## src/rtl/parity_frame_rx.sv

```systemverilog
// Serial frame receiver: start / DATA_W data (LSB first) / parity / stop.
// Assembles {parity, data} into out_word and presents it on a valid/ready
// handshake with a registered parity-error flag and saturating error count.
module parity_frame_rx #(
  parameter int unsigned DATA_W     = 8,
  parameter int unsigned ODD_PARITY = 1,
  parameter int unsigned CNT_W      = 8
) (
  input  logic              clk,
  input  logic              rst,
  input  logic              bit_en,
  input  logic              sdi,
  output logic [DATA_W:0]   out_word,
  output logic              out_valid,
  input  logic              out_ready,
  output logic              par_err,
  output logic              frame_err,
  output logic              overrun,
  output logic [CNT_W-1:0]  err_count
);

  localparam int unsigned CntBits = $clog2(DATA_W + 1);

  typedef enum logic [1:0] {StIdle, StData, StParity, StStop} state_e;

  state_e              state_q, state_d;
  logic [CntBits-1:0]  bit_cnt_q, bit_cnt_d;
  logic [DATA_W-1:0]   data_q, data_d;
  logic                par_bit_q, par_bit_d;
  logic [DATA_W:0]     out_word_q, out_word_d;
  logic                out_valid_q, out_valid_d;
  logic                par_err_q, par_err_d;
  logic                frame_err_q, frame_err_d;
  logic                overrun_q, overrun_d;
  logic [CNT_W-1:0]    err_count_q, err_count_d;

  logic [DATA_W:0]     word_new;
  logic                new_par_err;
  logic                xfer;
  logic                load;

  // Next-state: framing FSM, output-slot load/overrun decision, error counter.
  always_comb begin
    state_d     = state_q;
    bit_cnt_d   = bit_cnt_q;
    data_d      = data_q;
    par_bit_d   = par_bit_q;
    out_word_d  = out_word_q;
    out_valid_d = out_valid_q;
    par_err_d   = par_err_q;
    err_count_d = err_count_q;
    frame_err_d = 1'b0;
    overrun_d   = 1'b0;
    load        = 1'b0;

    word_new    = {par_bit_q, data_q};
    new_par_err = (^word_new) != ODD_PARITY[0];
    xfer        = out_valid_q && out_ready;

    if (xfer) out_valid_d = 1'b0;

    if (bit_en) begin
      unique case (state_q)
        StIdle: begin
          if (!sdi) begin
            state_d   = StData;
            bit_cnt_d = '0;
          end
        end
        StData: begin
          data_d    = {sdi, data_q[DATA_W-1:1]};
          bit_cnt_d = bit_cnt_q + CntBits'(1);
          if (bit_cnt_q == CntBits'(DATA_W - 1)) state_d = StParity;
        end
        StParity: begin
          par_bit_d = sdi;
          state_d   = StStop;
        end
        StStop: begin
          state_d = StIdle;
          if (sdi) begin
            // A same-cycle transfer frees the slot, so the new word may load.
            if (!out_valid_q || xfer) load = 1'b1;
            else                      overrun_d = 1'b1;
          end else begin
            frame_err_d = 1'b1;
          end
        end
        default: state_d = StIdle;
      endcase
    end

    if (load) begin
      out_word_d  = word_new;
      par_err_d   = new_par_err;
      out_valid_d = 1'b1;
      if (new_par_err && (err_count_q != '1)) err_count_d = err_count_q + CNT_W'(1);
    end
  end

  // State register with synchronous reset.
  always_ff @(posedge clk) begin
    if (rst) begin
      state_q     <= StIdle;
      bit_cnt_q   <= '0;
      data_q      <= '0;
      par_bit_q   <= 1'b0;
      out_word_q  <= '0;
      out_valid_q <= 1'b0;
      par_err_q   <= 1'b0;
      frame_err_q <= 1'b0;
      overrun_q   <= 1'b0;
      err_count_q <= '0;
    end else begin
      state_q     <= state_d;
      bit_cnt_q   <= bit_cnt_d;
      data_q      <= data_d;
      par_bit_q   <= par_bit_d;
      out_word_q  <= out_word_d;
      out_valid_q <= out_valid_d;
      par_err_q   <= par_err_d;
      frame_err_q <= frame_err_d;
      overrun_q   <= overrun_d;
      err_count_q <= err_count_d;
    end
  end

  assign out_word  = out_word_q;
  assign out_valid = out_valid_q;
  assign par_err   = par_err_q;
  assign frame_err = frame_err_q;
  assign overrun   = overrun_q;
  assign err_count = err_count_q;

endmodule

```

## config.mk

```make
export PLATFORM = sky130hd
export DESIGN_NAME = parity_frame_rx
export DESIGN_NICKNAME = d
export VERILOG_FILES = /design/src/rtl/parity_frame_rx.sv
export SDC_FILE = /design/constraint.sdc
export NUM_CORES = 1
export LEC_CHECK = 0
export ABC_AREA = 1
export CAP_MARGIN = 20
export CORE_MARGIN = 5
export CORE_UTILIZATION = 56
export CTS_BUF_LIST = sky130_fd_sc_hd__clkbuf_8
export DETAILED_ROUTE_END_ITERATION = 10
export GPL_ROUTABILITY_DRIVEN = 0
export GPL_TIMING_DRIVEN = 0
export MAX_ROUTING_LAYER = met4
export PLACE_DENSITY = 0.91
export SLEW_MARGIN = 20
export SYNTH_ARGS = -nofsm -noshare
export SYNTH_HDL_FRONTEND = slang
export SYNTH_SLANG_ARGS = --single-unit
```

## constraint.sdc

```tcl
create_clock -name clk -period 1.75 [get_ports clk]
set_input_delay 0.2625 -clock clk [delete_from_list [all_inputs] [get_ports clk]]
set_output_delay 0.2625 -clock clk [all_outputs]
set_load 0.05 [all_outputs]
```

==> flow_summary_export.csv <==
group,metric,value,unit
placed_design,dp_cells,322,
worst_setup_path,path_class,"reg -> out",
power,powerDensity,811,nW/um2
global_routing,grt_max_degree,11,
clock_network,h-tree-depth,2,
clock_network,root_buffer,"clkbuf_8",
timing,tns,0,ps
cells_and_area,antenna_cells,0,
clock_network,cts.clk_slew.worst_paths,70,ps
clock_network,clk_path_buf_depth,2,
worst_setup_path,r2r_slack,130,ps
synthesis,syn_avg_cell_area,7.08,um2
synthesis,syn-num-nets,266,
floorplanning,die_area,4440,um2
route,drc,0,
synthesis,synth_top_area_cell,"dfxtp_1",
placed_design,io_buffers,24,
synthesis,synth-seq-cells,36,
worst_setup_path,crit_path_max_fanout,4,
power,p_leak,1.03,nW
cells_and_area,fin_nets,298,
worst_setup_path,cp_top_family,"buffers and inverters",
timing,fmax,587,MHz
global_routing,grt_pass1_wl,6.69,mm
synthesis,netlist.area_leader.share,0.401,
timing,period_minus_slack,1700,ps
worst_setup_path,critical_path_buf_inv_count,1,
hold_path,hold_class,"in -> reg",
global_routing,grt_usage,0.204,
route,first_pass_iters,4,
timing,skew,5.12,ps
flow_run,maxCapViolCount,0,
cells_and_area,drive_gt1_frac,0.108,
worst_setup_path,cp.arrival,1440,ps
power,vdd_drop_max,0.637,mV
floorplanning,die_width,66.7,um
clock_network,cts_tree,"done",
synthesis,synthCells,254,
global_routing,first_global_vias,1600,
timing,maxSlewViolCount,0,
placed_design,hpwl,2.78,mm
synthesis,syn_area,1800,um2
cells_and_area,finish.cell_count_without_fillers,331,
route,num_vias,1761,
floorplanning,initial_core_util,0.584,
worst_setup_path,start_kind,"flip-flop",
worst_setup_path,max_stage_delay,800,ps
cells_and_area,final_area,2230,um2
route,wl,4.11,mm
clock_network,holdBufCountCts,0,
floorplanning,die_h,66.7,um
floorplanning,rows,20,
synthesis,synth_area_leaders,"dfxtp_1 40%, nand2_1 14%, a21oi_1 7.0%, o21ai_0 6.1%, inv_1 5.2%",
route,ant_nets,0,
run_status,status,"finished clean",
route,drt_iter0_markers,115,
worst_setup_path,cp.required,1490,ps
route,wl_per_cell,12.4,um
worst_setup_path,end_kind,"primary output",
timing,tightest_slew,509,ps
synthesis,synth_cell_types,29,
route,vias_per_cell,5.32,
timing,timing_hold_violations_final,0,
floorplanning,core_area,3080,um2
timing,period_share,0.973,
global_routing,antenna_found_initial,0,
worst_setup_path,crit_slowest_cell,"clkdlybuf4s50_1",
clock_network,cts_buffers,5,
placed_design,placed_cell_area,2100,um2
cells_and_area,nFillCells,225,
floorplanning,io_pins,26,
worst_setup_path,cp_cell_sequence,"clkdlybuf4s50_1",
power,power.total,1.81,mW
clock_network,clock_latency,300,ps
cells_and_area,areaGrowthSynthToFinish,23.9,%
timing,slew_headroom,0.660,
synthesis,yosysWarnings,0,
global_routing,gr-total-overflow,0,
clock_network,cts.sinks,36,
synthesis,synth_seq_area_share,0.401,
timing,setup_violations,0,
[worst paths after layout]
check,depth (start not counted),to,startpoint
min,2,err_count[3]$_SDFFE_PP0P_,rst
max,1,err_count[0],err_count[0]$_SDFFE_PP0P_
max reg2reg,10,err_count[5]$_SDFFE_PP0P_,err_count[0]$_SDFFE_PP0P_
min reg2reg,2,par_err$_SDFFE_PP0P_,par_err$_SDFFE_PP0P_
[timing repair]
item                                    CTS  global route
buffers inserted                          0             2
pin swaps                                 0             1
endpoints found under the setup margin    6            13
resized for setup                         6             6
[registers in the layout, indices dropped and copies added, names as in the netlist]
name,cells
out_valid,1
overrun,1
bit_cnt_q,4
frame_err,1
err_count,8
out_word,9
par_err,1
data_q,8
state_q,2
par_bit_q,1
[layout make-up]
| cell class | instances | area, um2 | area share |
|---|---|---|---|
| Clock inverter | 2 | 7.51 | 0.00337 |
| Inverter | 34 | 128 | 0.0573 |
| Timing Repair Buffer | 26 | 265 | 0.119 |
| Buffer | 5 | 31.3 | 0.0140 |
| Tap cell | 44 | 55.1 | 0.0247 |
| Clock buffer | 6 | 82.6 | 0.0371 |
| Sequential cell | 36 | 724 | 0.325 |
| Multi-Input combinational cell | 178 | 933 | 0.419 |
[power breakdown]
| part | internal [mW] | switching [mW] |
|---|---|---|
| clock | 0.309 | 0.286 |
| sequential | 0.850 | 0.0338 |
| combinational | 0.111 | 0.217 |
[per-stage QoR]
stage | hold slack [ps] | setup slack (ps) | utilization
2_1_floorplan | 339 | 32.2 | -
3_3_place_gp | 460 | -202 | 0.681
3_5_place_dp | 480 | -208 | 0.681
4_1_cts | 296 | 28.9 | 0.708
5_1_grt | 358 | -9.68 | 0.724
6_report | 311 | 47.3 | 0.724
[cells in the mapped netlist]
master    count
a211oi_1      1
a21oi_1      25
a31oi_1       1
buf_2         1
buf_4         1
buf_6         1
clkbuf_1      3
clkinv_1      1
dfxtp_1      36
ha_1          7
inv_1        25
inv_2         8
nand2_1      65
nand2_4       1
nand3_1      11
nand3_2       2
nand3_4       1
nand3b_1      1
nand4_1       5
nor2_1       23
nor3_1        3
nor3_2        1
nor3_4        1
nor3b_1       1
o21ai_0      22
o21ai_1       1
o31ai_1       1
xnor2_1       2
xor2_1        3
[cells by family after synthesis]
| logic type | Yosys count | synth area share |
|---|---|---|
| compound gates | 51 | 0.145 |
| xor+xnor | 5 | 0.0244 |
| fa+ha+maj | 7 | 0.0487 |
| buf+inv | 40 | 0.0905 |
| flops | 36 | 0.401 |
| simple gates | 115 | 0.290 |
[cells in the final DEF, fill, tap and decap left out, drive strengths merged]
master,n
nand3b,1
nor2,23
a211oi,1
a21oi,25
xor2,3
nor3,5
nor3b,1
clkinv,1
buf,5
dlygate4sd2,6
o21ai,23
clkbuf,8
o31ai,1
nand2,66
clkdlybuf4s50,16
xnor2,2
nand4,5
dlymetal6s2s,2
nand3,14
inv,35
ha,7
a31oi,1
dfxtp,36
[routing by layer]
metal	track usage	share of wire	wire, um	up-vias
li1	-	-	-	883
met1	0.232	0.43	1760	806
met2	0.328	0.49	2010	59
met3	0.0624	0.059	243	13
met4	0.0964	0.024	99	0
met5	-	0	0	-
No activity file was read; power rests on OpenSTA's default activity.
